File: config.mk
export PLATFORM = sky130hd
export DESIGN_NAME = ct_pkt_fifo_flat
export DESIGN_NICKNAME = d
export VERILOG_FILES = /design/src/rtl/ct_pkt_fifo_if.sv /design/src/rtl/ct_pkt_fifo.sv /design/src/flat_wrapper.sv
export SDC_FILE = /design/constraint.sdc
export NUM_CORES = 1
export LEC_CHECK = 0
export CORE_MARGIN = 1.5
export CORE_UTILIZATION = 50
export CTS_BUF_LIST = sky130_fd_sc_hd__clkbuf_4 sky130_fd_sc_hd__clkbuf_8
export CTS_CLUSTER_DIAMETER = 150
export DETAILED_ROUTE_END_ITERATION = 7
export GPL_TIMING_DRIVEN = 0
export PLACE_DENSITY = 0.77
export SYNTH_ARGS = -nofsm -noshare
export SYNTH_HDL_FRONTEND = slang
export SYNTH_SLANG_ARGS = --single-unit
export TNS_END_PERCENT = 100
File: constraint.sdc
create_clock -name clk -period 3.7 [get_ports clk]
set_input_delay 0.37 -clock clk [delete_from_list [all_inputs] [get_ports clk]]
set_output_delay 0.37 -clock clk [all_outputs]
set_load 0.05 [all_outputs]
File: src/rtl/ct_pkt_fifo_if.sv
// rtl/ct_pkt_fifo_if.sv - valid/ready/eop stream bundle for ct_pkt_fifo
interface ct_pkt_fifo_if #(
  parameter int WIDTH = 1,
  parameter int DEPTH = 16
);
  localparam int AW = $clog2(DEPTH);

  logic [WIDTH-1:0] i_data;
  logic             i_valid;
  logic             i_eop;
  logic             o_ready;
  logic [WIDTH-1:0] o_data;
  logic             o_eop;
  logic             o_valid;
  logic             i_ready;
  logic [AW:0]      o_level;
  logic [AW:0]      o_pkts;

  modport slave (
    input  i_data, i_valid, i_eop, i_ready,
    output o_ready, o_data, o_eop, o_valid, o_level, o_pkts
  );

  modport master (
    output i_data, i_valid, i_eop, i_ready,
    input  o_ready, o_data, o_eop, o_valid, o_level, o_pkts
  );
endinterface

File: src/rtl/ct_pkt_fifo.sv
// rtl/ct_pkt_fifo.sv - packet-aware FIFO, cut-through or store-and-forward
module ct_pkt_fifo #(
  parameter int WIDTH     = 1,
  parameter int DEPTH     = 16,
  parameter int STORE_FWD = 0
) (
  input  logic         clk,
  input  logic         reset,
  ct_pkt_fifo_if.slave bus
);
  localparam int AW = $clog2(DEPTH);
  localparam logic [AW:0] FULL_LVL = (AW+1)'(DEPTH);

  typedef enum logic {ST_HOLD, ST_FORCE} state_t;

  logic [WIDTH:0]   r_mem [DEPTH];
  logic [AW-1:0]    r_rd_ptr;
  logic [AW-1:0]    r_wr_ptr;
  logic [AW:0]      r_level;
  logic [AW:0]      r_pkts;
  state_t           r_state;
  state_t           w_state_nxt;

  logic             w_full;
  logic             w_empty;
  logic             w_ready;
  logic             w_valid;
  logic             w_wr;
  logic             w_rd;
  logic             w_pkt_in;
  logic             w_pkt_out;
  logic             w_head_eop;
  logic [WIDTH-1:0] w_head_data;

  assign w_full   = (r_level == FULL_LVL);
  assign w_empty  = (r_level == '0);
  // A same-cycle read never frees a slot for the write: full means not ready.
  assign w_ready  = !reset && !w_full;
  assign w_wr     = bus.i_valid && w_ready;
  assign w_rd     = w_valid && bus.i_ready;
  assign {w_head_eop, w_head_data} = r_mem[r_rd_ptr];
  assign w_pkt_in  = w_wr && bus.i_eop;
  assign w_pkt_out = w_rd && w_head_eop;

  // HOLD presents only complete packets; FORCE streams an oversize packet out.
  always_comb begin
    w_valid = !w_empty;
    if (STORE_FWD != 0 && r_state == ST_HOLD) begin
      w_valid = (r_pkts != '0);
    end
  end

  always_comb begin
    w_state_nxt = r_state;
    if (STORE_FWD != 0) begin
      case (r_state)
        ST_HOLD:  if (w_full && r_pkts == '0) w_state_nxt = ST_FORCE;
        ST_FORCE: if (w_pkt_out) w_state_nxt = ST_HOLD;
        default:  w_state_nxt = ST_HOLD;
      endcase
    end
  end

  always_ff @(posedge clk or posedge reset) begin
    if (reset) begin
      r_state <= ST_HOLD;
    end else begin
      r_state <= w_state_nxt;
    end
  end

  always_ff @(posedge clk) begin
    if (w_wr) begin
      r_mem[r_wr_ptr] <= {bus.i_eop, bus.i_data};
    end
  end

  always_ff @(posedge clk or posedge reset) begin
    if (reset) begin
      r_rd_ptr <= '0;
      r_wr_ptr <= '0;
      r_level  <= '0;
      r_pkts   <= '0;
    end else begin
      if (w_wr) r_wr_ptr <= r_wr_ptr + 1'b1;
      if (w_rd) r_rd_ptr <= r_rd_ptr + 1'b1;
      case ({w_wr, w_rd})
        2'b10:   r_level <= r_level + 1'b1;
        2'b01:   r_level <= r_level - 1'b1;
        default: r_level <= r_level;
      endcase
      case ({w_pkt_in, w_pkt_out})
        2'b10:   r_pkts <= r_pkts + 1'b1;
        2'b01:   r_pkts <= r_pkts - 1'b1;
        default: r_pkts <= r_pkts;
      endcase
    end
  end

  assign bus.o_ready = w_ready;
  assign bus.o_valid = w_valid;
  assign bus.o_data  = w_head_data;
  assign bus.o_eop   = w_head_eop;
  assign bus.o_level = r_level;
  assign bus.o_pkts  = r_pkts;
endmodule

File: src/flat_wrapper.sv
// flat-port wrapper written by rule: the top's interface ports become plain ports
module ct_pkt_fifo_flat 
#(
  parameter int WIDTH     = 1,
  parameter int DEPTH     = 16,
  parameter int STORE_FWD = 0
)
  (clk, reset, bus_i_data, bus_i_valid, bus_i_eop, bus_i_ready, bus_o_ready, bus_o_data, bus_o_eop, bus_o_valid, bus_o_level, bus_o_pkts);
  ct_pkt_fifo_if #(.WIDTH(WIDTH), .DEPTH(DEPTH)) bus_i ();
  input  logic clk;
  input  logic reset;
  input wire logic [$bits(bus_i.i_data)-1:0] bus_i_data;
  input wire logic [$bits(bus_i.i_valid)-1:0] bus_i_valid;
  input wire logic [$bits(bus_i.i_eop)-1:0] bus_i_eop;
  input wire logic [$bits(bus_i.i_ready)-1:0] bus_i_ready;
  output wire logic [$bits(bus_i.o_ready)-1:0] bus_o_ready;
  output wire logic [$bits(bus_i.o_data)-1:0] bus_o_data;
  output wire logic [$bits(bus_i.o_eop)-1:0] bus_o_eop;
  output wire logic [$bits(bus_i.o_valid)-1:0] bus_o_valid;
  output wire logic [$bits(bus_i.o_level)-1:0] bus_o_level;
  output wire logic [$bits(bus_i.o_pkts)-1:0] bus_o_pkts;
  assign bus_i.i_data = bus_i_data;
  assign bus_i.i_valid = bus_i_valid;
  assign bus_i.i_eop = bus_i_eop;
  assign bus_i.i_ready = bus_i_ready;
  assign bus_o_ready = bus_i.o_ready;
  assign bus_o_data = bus_i.o_data;
  assign bus_o_eop = bus_i.o_eop;
  assign bus_o_valid = bus_i.o_valid;
  assign bus_o_level = bus_i.o_level;
  assign bus_o_pkts = bus_i.o_pkts;
  ct_pkt_fifo #(.WIDTH(WIDTH), .DEPTH(DEPTH), .STORE_FWD(STORE_FWD)) u_core (.clk(clk), .reset(reset), .bus(bus_i));
endmodule
==> metrics.md <==
| Metric | Value |
|---|---|
| Period utilization | `0.915` |
| Status | `complete, no violations` |
| Yosys cell types | `38` |
| Port Buf Inserts | `19` |
| Psw | `1.05 mW` |
| CP Launch Type | `register` |
| # H-tree levels | `2` |
| Initial antenna violation count | `0` |
| Power Internal | `1.47 mW` |
| EDFF count, synth | `32` |
| Synth Register Bits | `50` |
| Worst-margin pin slew | `0.692 ns` |
| Antenna-violating nets left | `0` |
| Sw frac | `0.416` |
| RSZ-0062 raised after global routing | `false` |
| Setup TNS | `0 ns` |
| Leak Pwr | `1.11 nW` |
| Final worst path period need | `3.39 ns` |
| Mapped Nets | `194` |
| Clk slew on worst S/H paths | `0.08 ns` |
| Largest buffer count on any clock path | `2` |
| Layout Skew | `0.0102 ns` |
| Crit-path max FO | `10` |
| CTS tree | `yes` |
| Commonest non-fill, non-tap cells in the layout | `edfxtp_1, clkdlybuf4s50_1, dfrtp_1` |
| I/O pin count | `20` |
| Die H | `73.1 µm` |
| Mapped Area | `2460 µm²` |
| Proportion of synthesized chip area in sequential cells | `0.574` |
| Setup bufs post-CTS | `0` |
| PD cells | `886 nW/µm²` |
| Nets | `220` |
| Max-capacitance violation count | `0` |
| N_diodes | `0` |
| 1st-pass router iterations | `4` |
| CTS Root Cell | `clkbuf_8` |
| Gr usage total | `0.177` |
| RD Place Congestion | `0.727` |
| Hold Fails Final Rpt | `0` |
| CTS Buf Count | `5` |
| GRT overflow | `0` |
| Number of max-slew violations in the final report | `0` |
| Critical Path RT | `3.89 ns` |
| CTS sink count | `50` |
| Detail-routed via count per cell | `5.19` |
| Horiz. Die Dim | `73.1 µm` |
| Fill cell count | `363` |
| Final design utilization | `0.602` |
| P&R area growth vs syn | `15.6%` |
| Die area | `5350 µm²` |
| Commonest non-fill, non-tap cell in the layout | `edfxtp_1` |
| Hold_buf cts | `0` |
| Layout cell share with drive strength beyond 1 | `0.140` |
| Worst-Skew Late Latency | `0.30 ns` |
| Relative slew slack | `0.538` |
| Syn Inst Count | `173` |
| Worst min-delay path class | `reg2reg` |
| Drt drc | `0` |
| Via count | `1,385` |
| Rows | `25` |
| Clock power frac | `0.150` |
| Final WL | `4130 µm` |
| Crit path kind | `reg2reg` |
| Logic pwr share | `0.509` |
| CTS-repair resized insts | `0` |
| Syn_area_per_cell | `14.2 µm²` |
| Post-synth ARST share | `0.360` |
| Top_reg_cell synth | `edfxtp_1` |
| # setup viols final | `0` |
| 1st-iter DRT viols | `90` |
| CP endpoint kind | `register` |
| Post-DP HPWL | `3100 µm` |
| Synth warn | `0` |
| Sequential power share | `0.341` |
| Largest net degree at the start of global routing | `19` |
| Critical path arrival | `3.57 ns` |
| Initial Util | `0.521` |
| Core footprint | `4720 µm²` |
| Fmax | `295 MHz` |
| First-pass GRT wire length | `7020 µm` |
| WL per Instance | `15.5 µm` |
| Number of global-route vias before repair | `1,479` |
| Max IR drop VDD | `566 µV` |
-- flip-flops by register name (all words and copies together), names as in the netlist --
| signal | count |
|---|---|
| u_core.bus.o_level | 5 |
| u_core.r_wr_ptr | 4 |
| u_core.bus.o_pkts | 5 |
| u_core.r_rd_ptr | 4 |
| u_core.r_mem | 32 |
-- layout make-up --
type                            instances  area [µm²]  share of cell area
Sequential cell                        50        1410               0.496
Multi-Input combinational cell        107         967               0.340
Timing Repair Buffer                   19         190              0.0669
Tap cell                               67        83.8              0.0295
Clock buffer                            6        76.3              0.0268
Buffer                                  7        46.3              0.0163
Clock inverter                          2        33.8              0.0119
Inverter                                9        33.8              0.0119
-- synth_stat cells, drive strengths merged (4+ instances only) --
cell type | n | share of area
dfrtp | 18 | 0.18
mux2i | 4 | 0.016
ha | 13 | 0.066
mux4 | 6 | 0.056
mux2 | 4 | 0.020
buf | 4 | 0.014
inv | 9 | 0.014
nand2 | 9 | 0.014
and2 | 16 | 0.042
edfxtp | 32 | 0.39
xor2 | 6 | 0.021
and3 | 5 | 0.013
xnor2 | 9 | 0.032
a21oi | 6 | 0.015
o21ai | 7 | 0.014
-- worst paths after layout --
check | to | startpoint | slack (ns) | cells past startpoint
max in group asynchronous | u_core.r_wr_ptr[2] | reset | 2.73 | 2
min in group asynchronous | u_core.bus.o_pkts[2] | reset | 0.53 | 2
max | u_core.bus.o_pkts[4] | u_core.r_rd_ptr[0] | 0.31 | 12
min reg2reg | u_core.bus.o_pkts[4] | u_core.bus.o_pkts[4] | 0.48 | 1
min | u_core.bus.o_pkts[4] | u_core.bus.o_pkts[4] | 0.48 | 1
max reg2reg | u_core.bus.o_pkts[4] | u_core.r_rd_ptr[0] | 0.31 | 12
-- power by group through the flow --
stage | clock (mW) | sequential [mW] | combinational [mW]
finish | 0.377 | 0.860 | 1.28
global placement | 0 | 0.860 | 1.24
global route | 0.406 | 0.883 | 1.39
floorplan | 0 | 1.04 | 0.765
detailed placement | 0 | 0.873 | 1.29
CTS | 0.387 | 0.862 | 1.30
-- kinds of logic after synthesis --
group,synth area share
AOI/OAI and AO/OA,0.0539
buffers and inverters,0.0326
muxes,0.0926
and+or+nand+nor,0.111
adders and majority gates,0.0824
xor gates and xnor gates,0.0534
DFF,0.574
-- metal layers --
layer | routed length, µm | track usage
met1 | 1810 | 0.226
met2 | 2130 | 0.292
met3 | 109 | 0.0414
met4 | 86 | 0.0692
met5 | 0 | 0
-- worst max-delay path, cell delays in order (launching register included) --
cell     delay (ns)
dfrtp_1        0.46
buf_6          0.21
mux4_2         0.51
mux2i_1        0.25
a21oi_2        0.11
and2_1         0.18
ha_1           0.26
ha_1           0.33
nor2b_1        0.14
o21ai_0        0.21
a21oi_1        0.09
or3b_1         0.37
xnor2_1        0.13
-- metrics by stage --
step	worst slack [ns]	power [mW]	hold WS, ns	cell area (µm²)	std cells
CTS	0.292	2.54	0.489	2840	267
global route	0.0652	2.68	0.509	2840	267
global placement	0.363	2.10	0.465	2730	259
detailed placement	0.326	2.16	0.469	2730	259
floorplan	0.236	1.80	0.309	2460	173
finish	0.315	2.52	0.484	2840	267
Note: power is estimated with default switching activity, not from simulation.
